<file path="src/rtl/d_sram_like_bridge.sv">
// -----------------------------------------------------------------------------
// d_sram_like_bridge
//
// Converts the pipeline's single-cycle data-SRAM request (M stage) into a
// split address/data "sram-like" bus transaction. The block stalls the
// pipeline while the access is outstanding. The returned read word is buffered
// until the rest of the pipeline releases M, so that no access is issued twice.
//
// Parameters:
//   READ_ALIGN      1: reads are driven word-aligned (addr[1:0] = 0), size 2
//                   0: the read address is passed through unmodified
//
// Ports:
//   clk, rst        clock, synchronous active-high reset
//   data_sram_*     CPU side: en, byte write enables, address, write data;
//                   data_sram_rdata is the buffered read word for the W stage
//   i_stall         stall requested by every other pipeline source
//   d_stall         stall request from this block
//   data_req/wr/size/addr/wdata
//                   bus request channel
//   data_addr_ok    bus accepted the request this cycle
//   data_data_ok    bus read data valid / write complete this cycle
//   data_rdata      bus read data
// -----------------------------------------------------------------------------
module d_sram_like_bridge #(
    parameter int unsigned READ_ALIGN = 1
) (
    input  logic        clk,
    input  logic        rst,

    input  logic        data_sram_en,
    input  logic [3:0]  data_sram_wen,
    input  logic [31:0] data_sram_addr,
    input  logic [31:0] data_sram_wdata,
    output logic [31:0] data_sram_rdata,

    input  logic        i_stall,
    output logic        d_stall,

    output logic        data_req,
    output logic        data_wr,
    output logic [1:0]  data_size,
    output logic [31:0] data_addr,
    output logic [31:0] data_wdata,
    input  logic        data_addr_ok,
    input  logic        data_data_ok,
    input  logic [31:0] data_rdata
);

    typedef enum logic [1:0] {
        IDLE,
        WAIT_DATA,
        HOLD
    } state_t;

    state_t      state_q;
    logic [31:0] rdata_q;

    logic        is_read;

    assign is_read = (data_sram_wen == 4'b0000);

    // ------------------------------------------------------------------
    // Request channel: taken combinationally from the CPU inputs, which
    // the pipeline keeps stable while d_stall is asserted.
    // ------------------------------------------------------------------
    assign data_req   = (state_q == IDLE) & data_sram_en;
    assign data_wr    = ~is_read;
    assign data_wdata = data_sram_wdata;

    always_comb begin
        data_size = 2'd2;
        unique case (data_sram_wen)
            4'b0001, 4'b0010, 4'b0100, 4'b1000: data_size = 2'd0;
            4'b0011, 4'b1100:                   data_size = 2'd1;
            // Word stores, reads, and illegal enable patterns all use size 2.
            default:                            data_size = 2'd2;
        endcase
    end

    always_comb begin
        data_addr = data_sram_addr;
        if (is_read && (READ_ALIGN != 0)) begin
            data_addr = {data_sram_addr[31:2], 2'b00};
        end
    end

    // Stall stays high through the completion cycle and drops only in HOLD.
    assign d_stall         = data_sram_en & (state_q != HOLD);
    assign data_sram_rdata = rdata_q;

    // ------------------------------------------------------------------
    // Access FSM with the registered read-word buffer.
    // ------------------------------------------------------------------
    always_ff @(posedge clk) begin
        if (rst) begin
            state_q <= IDLE;
            rdata_q <= '0;
        end else begin
            unique case (state_q)
                IDLE: begin
                    // data_ok without an accepted address is ignored here.
                    if (data_sram_en && data_addr_ok) begin
                        if (data_data_ok) begin
                            state_q <= HOLD;
                            if (is_read) begin
                                rdata_q <= data_rdata;
                            end
                        end else begin
                            state_q <= WAIT_DATA;
                        end
                    end
                end
                WAIT_DATA: begin
                    if (data_data_ok) begin
                        state_q <= HOLD;
                        if (is_read) begin
                            rdata_q <= data_rdata;
                        end
                    end
                end
                HOLD: begin
                    // The pipeline advances past M on the edge where
                    // i_stall is low; only then may a new access start.
                    if (!i_stall) begin
                        state_q <= IDLE;
                    end
                end
                default: begin
                    state_q <= IDLE;
                end
            endcase
        end
    end

endmodule

</file>
<file path="config.mk">
export PLATFORM = sky130hd
export DESIGN_NAME = d_sram_like_bridge
export DESIGN_NICKNAME = d
export VERILOG_FILES = /design/src/rtl/d_sram_like_bridge.sv
export SDC_FILE = /design/constraint.sdc
export NUM_CORES = 1
export LEC_CHECK = 0
export CORE_MARGIN = 4
export CORE_UTILIZATION = 32
export CTS_CLUSTER_DIAMETER = 100
export CTS_CLUSTER_SIZE = 16
export DETAILED_ROUTE_END_ITERATION = 6
export HOLD_SLACK_MARGIN = 0.06
export PLACE_DENSITY = 0.88
export SYNTH_ARGS = -nofsm -noshare
export SYNTH_HDL_FRONTEND = slang
export SYNTH_SLANG_ARGS = --single-unit
</file>
<file path="constraint.sdc">
create_clock -name clk -period 4.8 [get_ports clk]
set_clock_uncertainty 0.05 [all_clocks]
set_input_delay 1.2 -clock clk [delete_from_list [all_inputs] [get_ports clk]]
set_output_delay 1.2 -clock clk [all_outputs]
set_load 0.1 [all_outputs]
</file>
* Word level (Yosys, flattened, before mapping)
Cells that the tools add are included.
Storage, ports and cells: register bits 34, input bits 106, output and inout bits 101
Cells by class: equal/unequal tests 12, mux-type cells 11, bitwise logic cells 3, reductions and logical operators 8
Operators by type and width (number):
- 2-to-1 mux 32 bit | 3
- case mux 32 bit (2 select lines) | 1
- 2-to-1 mux 2 bit | 5
- equality test 4 x 2 -> 1 bit, second input constant | 2
- equality test 4 bit, second input constant | 2
- != test 2 bit, second input constant | 3
- case mux 2 bit (3 select lines) | 1
- equality test 4 x 1 -> 1 bit, second input constant | 1
- equality test 4 x 3 -> 1 bit, second input constant | 1
- zero test 4 bit | 1
- case mux 2 bit (2 select lines) | 1
- OR reduction 4 bit | 1
- AND reduction 3 bit | 1
- AND 1 bit | 2
- equality test 2 x 1 -> 1 bit, second input constant | 1
- equality test 2 bit, second input constant | 1
- zero test 2 bit | 1
- != test 2 x 1 -> 1 bit, second input constant | 1
- AND reduction 2 bit | 1
- nonzero test 2 bit | 1
- OR reduction 2 bit | 1
- logical AND 1 bit | 1
- inverter 1 bit | 1

* Longest topological paths before layout
Gate-level depths: netlist (run 1).
word-level depth 5, mapped depth 4, mapped depth without buffers 3

* Least setup slack after synthesis (run 1)
No wires, ideal clock.
path type input to output, start point input port data_sram_en, end point output port d_stall, arrival time 3.389 ns, data required time 3.550 ns, slack 0.161 ns, stages 1, cells stage by stage a21boi_0
On the way: word-level cells in the longest chain between the ends 1
Ends and longest elaborated chain:
- from (decl) | RTL line 31 | input logic data_sram_en,
- AND 1 bit | RTL line 89 | assign d_stall = data_sram_en & (state_q != HOLD);
- to (decl) | RTL line 38 | output logic d_stall,
Every way passes these cells.

* Worst setup path after layout (run 1)
start point input port data_sram_wen[1], end point output port data_addr[0]
On the way: word-level cells in the longest chain between the ends 2
Ends and longest elaborated chain:
- from (decl) | RTL line 32 | input logic [3:0] data_sram_wen,
- zero test 4 bit | RTL line 61 | assign is_read = (data_sram_wen == 4'b0000);
- 2-to-1 mux 2 bit | RTL line 83 | if (is_read && (READ_ALIGN != 0)) begin
- to (decl) | RTL line 43 | output logic [31:0] data_addr,
Every way passes these cells.

==> results of run 1 <==
power groups by stage:
stage / logic, mW / clock network [mW] / registers (mW)
2_1_floorplan: 0.300 / 0 / 0.301
3_3_place_gp: 0.112 / 0 / 0.292
3_5_place_dp: 0.115 / 0 / 0.292
4_1_cts: 0.115 / 0.267 / 0.285
5_1_grt: 0.120 / 0.278 / 0.286
6_report: 0.113 / 0.252 / 0.285
Yosys cell counts, drive strengths merged:
master  count  share of area [%]
buf        65                 24
nand2b     65                 20
dfxtp      34                 33
mux2i      32                 16
clkbuf      7                1.3
and2        2               0.61
nor2        2               0.37
a21boi      1               0.37
a21oi       1               0.24
a31o        1               0.43
and3        1               0.30
inv         1               0.18
nand3b      1               0.37
nor2b       1               0.30
nor3        1               0.79
nor3b       1               0.37
nor4        1               0.30
o21ai       1               0.24
or4         1               0.55
xnor2       1               0.43
through the flow:
| step | hold WS, ns | util [%] | power (mW) | setup WS (ns) | instance area [sq um] |
|---|---|---|---|---|---|
| after detailed placement | 0.413 | 40.3 | 0.406 | 0.905 | 2440 |
| final | 0.422 | 42.0 | 0.651 | 0.906 | 2550 |
| after global routing | 0.455 | 42.0 | 0.684 | 0.883 | 2550 |
| after floorplan | 0.403 | - | 0.601 | 0.161 | 2050 |
| after CTS | 0.429 | 42.0 | 0.667 | 0.905 | 2550 |
| after global placement | 0.409 | 40.3 | 0.404 | 0.927 | 2440 |
registers in the layout (all words and copies together), names as in the netlist:
| name | count |
|---|---|
| state_q | 2 |
| data_sram_rdata | 32 |
final timing paths:
| check | end | startpoint | slack (ns) | cells after the start |
|---|---|---|---|---|
| min | data_sram_rdata[15]$_SDFFE_PP0P_ | data_sram_rdata[15]$_SDFFE_PP0P_ | 0.42 | 2 |
| max | data_addr[0] | data_sram_wen[1] | 0.91 | 4 |
| max reg2reg | data_sram_rdata[2]$_SDFFE_PP0P_ | state_q[1]$_SDFFE_PP0P_ | 3.24 | 4 |
| min reg2reg | data_sram_rdata[15]$_SDFFE_PP0P_ | data_sram_rdata[15]$_SDFFE_PP0P_ | 0.42 | 2 |
cell families after synthesis:
family | after synthesis | synth area share, %
XOR/XNOR | 1 | 0.427
flip-flops | 34 | 33.2
AND/OR/NAND/NOR | 76 | 23.8
buffers and inverters | 73 | 25.8
multiplexers | 32 | 15.6
AO/OA/AOI/OAI | 4 | 1.28
layer usage:
layer	wire, microns	GRT usage [%]	share of wire [%]
met1	1600	11.7	39
met2	1900	17.6	46
met3	518	5.27	13
met4	93	5.77	2.3
met5	0	0	0
worst max-delay path: stages:
cell             delay [ns]
clkdlybuf4s50_1        0.44
or4_4                  0.59
and2_1                 0.19
buf_4                  0.23
cell type report:
cell class	count	area, sq um
Sequential cell	34	681
Multi-Input combinational cell	113	843
Inverter	1	3.75
Clock buffer	7	76.3
Fill cell	603	3510
Tap cell	75	93.8
Clock inverter	1	30.0
Timing Repair Buffer	84	818
==> impl_metrics.csv, run 1 <==
group,metric,value,unit
cts,ctsHoldBuffers,0,
cts,clk_latency,0.27,ns
global_route,grt_pass1_vias,1464,
sta,post-route-min-period,3.89,ns
pwr,powerDensity,256,mW/mm^2
sta,max_freq,257,MHz
logic_synthesis,syn_area,0.00205,sq mm
sta,slew_violations,0,
die,row_count,28,
run_status,status,"finished clean",
sta,hold_viol,0,
logic_synthesis,synthCells,220,
logic_synthesis,synth.avg_cell_area,9.33,sq um
job,drv_cap,0,
logic_synthesis,ys_types,21,
critical_path,start_kind,"input port",
logic_synthesis,yosysSeqAreaShare,33.2,%
cells_and_area,mostFrequentLayoutCell,"clkdlybuf4s50_1",
cts,postCtsSetupBuffers,0,
placement,dp_hpwl,3.03,mm
die,dieArea,0.00776,sq mm
sta,rsz0062_at_grt,"false",
die,die-width,88.1,microns
routing,vias,1399,
cells_and_area,area_delta_synth_final,24.0,%
placement,dpl.cell_count,307,
logic_synthesis,synth_nets,326,
global_route,grt_antenna_before_repair,0,
critical_path,worstSetupEndpointType,"output pin",
pwr,internal_power,493,uW
pwr,cellLeakagePower,0.872,nW
cells_and_area,finalNetCount,345,
global_route,grtUsageTotal,10.9,%
worst_hold_path,hp-class,"reg -> reg",
sta,finalSetupViolations,0,
sta,setup_tns,0,ns
sta,finalCritPeriodShare,81.1,%
cells_and_area,final_cell_mix,"clkdlybuf4s50_1, nand2b_1, dfxtp_1, mux2i_1, buf_4",
routing,drc,0,
die,initial_utilization,33.9,%
routing,wire_per_inst,13.0,microns
global_route,grt_overflow_total,0,
cells_and_area,final_cells,315,
critical_path,crit_required,3.55,ns
sta,max_slew_margin,33.9,%
cells_and_area,diodes,0,
die,fp.dieH,88.1,microns
cells_and_area,layout-drive-gt1-share,7.50,%
cts,cts_max_level,2,
routing,drt-initial-drc-count,31,
routing,drt-pass1-iter-count,4,
cts,numClockSinks,34,
cts,clockRootBuffer,"clkbuf_8",
cts,cts_buffers,5,
critical_path,crit_arrival,2.64,ns
placement,numPortBuffers,82,
pwr,swShare,24.3,%
cts,ctsResizeCount,0,
routing,routed_wl,4.11,mm
critical_path,crit_fanout,4,
routing,drtAntennaViolNets,0,
critical_path,worstSetupPathType,"in -> out",
pwr,power_frac_clock,38.7,%
placement,gp_congestion,0.717,
global_route,grt_first_pass_wirelength,6.72,mm
sta,tightest_slew,0.989,ns
die,core-area,0.00606,sq mm
pwr,p_seq_share,43.9,%
die,pin_count,207,
routing,post_drt_via_cell_ratio,4.44,
logic_synthesis,synth-seq-cells,34,
cts,cts_tree,"done",
pwr,p_sw,158,uW
logic_synthesis,yosys_warnings,0,
cts,clk_pin_slew,0.07,ns
cts,clockBufferDepth,2,
pwr,p_comb_share,17.4,%
pwr,ir_drop,0.000163,V
global_route,grt_max_degree,67,
(Power assumes the default switching activity.)
==> run 2: changes to the inputs <==
- CORE_UTILIZATION: 32 -> 27
- PLACE_DENSITY: 0.88 -> 0.79
- clock period: 4.8 -> 3.55 ns (I/O delays scaled with it)
==> run 2 against run 1 <==
Compared with the run above: sequential cell count stayed put; sequential power up 35%; combinational power grew 50%; non-clock buffer count unchanged; final cell count up 7.0%; via count shrank 2.6%; sequential share of layout area down 0.32 points; clock-buffer cell count fell by 1; largest cell class unchanged; largest power group unchanged.
==> impl_metrics.csv, run 2 (synthesis gave the netlist of run 1 again) <==
group,metric,value,unit
cells_and_area,finalNetCount,345,
cts,cts_tree,"done",
cells_and_area,num-fill-cells,747,
cells_and_area,multi_input_area,848,sq um
cts,postCtsSetupBuffers,0,
sta,slew_violations,0,
routing,vias,1363,
critical_path,start_kind,"input port",
pwr,cellLeakagePower,0.968,nW
sta,post-route-min-period,3.25,ns
job,drv_cap,0,
placement,numPortBuffers,82,
critical_path,worstReg2RegStart,"state_q[1]$_SDFFE_PP0P_",
routing,routed_wl,4.08,mm
cells_and_area,diodes,0,
placement,dpl.cell_count,331,
routing,drc,0,
cells_and_area,area_delta_synth_final,25.5,%
global_route,grtUsageTotal,9.45,%
global_route,grt_pass1_vias,1489,
cts,ctsHoldBuffers,0,
routing,drtAntennaViolNets,0,
placement,dp_hpwl,2.93,mm
critical_path,crit_fanout,4,
sta,setup_tns,0,ns
global_route,grt_antenna_before_repair,0,
routing,drt-initial-drc-count,49,
routing,post_drt_via_cell_ratio,4.04,
global_route,grt_overflow_total,0,
cells_and_area,layout-drive-gt1-share,21.4,%
cells_and_area,ff_latch_area,681,sq um
cts,clk_pin_slew,0.07,ns
sta,finalSetupViolations,0,
cts,ctsResizeCount,0,
sta,max_freq,308,MHz
die,row_count,31,
critical_path,crit_arrival,2.31,ns
critical_path,worstSetupPathType,"in -> out",
cts,cts_max_level,2,
cells_and_area,mostFrequentLayoutCell,"nand2b_1",
critical_path,crit_required,2.61,ns
sta,rsz0062_at_grt,"false",
routing,wire_per_inst,12.1,microns
critical_path,crit_start,"data_sram_wen[1]",
cts,cts_buffers,5,
global_route,grt_max_degree,67,
sta,hold_viol,0,
die,fp.dieH,95.2,microns
run_status,status,"finished clean",
pwr,p_total,835,uW
die,pin_count,207,
cells_and_area,final_core_utilization,35.2,%
die,core-area,0.00733,sq mm
worst_hold_path,min_from,"data_sram_rdata[19]$_SDFFE_PP0P_",
die,dieArea,0.00906,sq mm
cts,numClockSinks,34,
placement,gp_congestion,0.662,
sta,finalCritPeriodShare,91.6,%
pwr,powerDensity,324,mW/mm^2
pwr,ir_drop,0.000133,V
sta,max_slew_margin,70.2,%
worst_hold_path,hp-class,"reg -> reg",
cells_and_area,final_cells,337,
routing,drt-pass1-iter-count,4,
cells_and_area,final_cell_mix,"nand2b_1, clkdlybuf4s50_1, dfxtp_1, buf_4, mux2i_1",
sta,tightest_slew,0.447,ns
cts,clk_latency,0.27,ns
global_route,grt_first_pass_wirelength,6.72,mm
cts,clockRootBuffer,"clkbuf_8",
cells_and_area,largest_reg_flops,32,
die,initial_utilization,28.0,%
die,die-width,95.2,microns
cts,clockBufferDepth,2,
critical_path,worstSetupEndpointType,"output pin",
## run 2: path summary, 6_finish.rpt
check	to	slack (ns)	cells after the start
worst max register to register	data_sram_rdata[20]$_SDFFE_PP0P_	2.20	4
worst min register to register	data_sram_rdata[19]$_SDFFE_PP0P_	0.42	2
worst max-delay path	data_addr[1]	0.30	4
worst min-delay path	data_sram_rdata[19]$_SDFFE_PP0P_	0.42	2
## run 2: where the power goes
part	internal, mW	switching [mW]	total [mW]
Sequential	0.384	0.00210	0.386
Combinational	0.0854	0.0838	0.169
Clock	0.150	0.130	0.279
## run 2: area by class of cell
type                       instances  area share, %
tap                               99           4.81
clock buffer                       6           3.20
multi-input combinational        113           32.9
timing repair buffer              84           32.5
inverter                           1          0.146
sequential                        34           26.4
## run 2: critical path, cell delays in order
cell             delay, ns
clkdlybuf4s50_1       0.44
or4_4                 0.60
and2_1                0.21
buf_12                0.17
## run 2: through the flow
stage / instance area [sq um] / setup WS [ns] / hold WS [ns]
after floorplan: 2060 / 0.110 / 0.426
after global placement: 2490 / 0.314 / 0.410
after detailed placement: 2490 / 0.295 / 0.411
after CTS: 2580 / 0.294 / 0.428
after global routing: 2580 / 0.257 / 0.449
final: 2580 / 0.299 / 0.423
## run 2: layer usage
metal / global-route usage [%] / part of all wire (%) / up-vias
met4: 5.77 / 2.9 / 0
li1: - / - / 675
met1: 9.64 / 37 / 600
met2: 15.9 / 49 / 65
met3: 4.10 / 11 / 23
met5: 0 / 0 / -
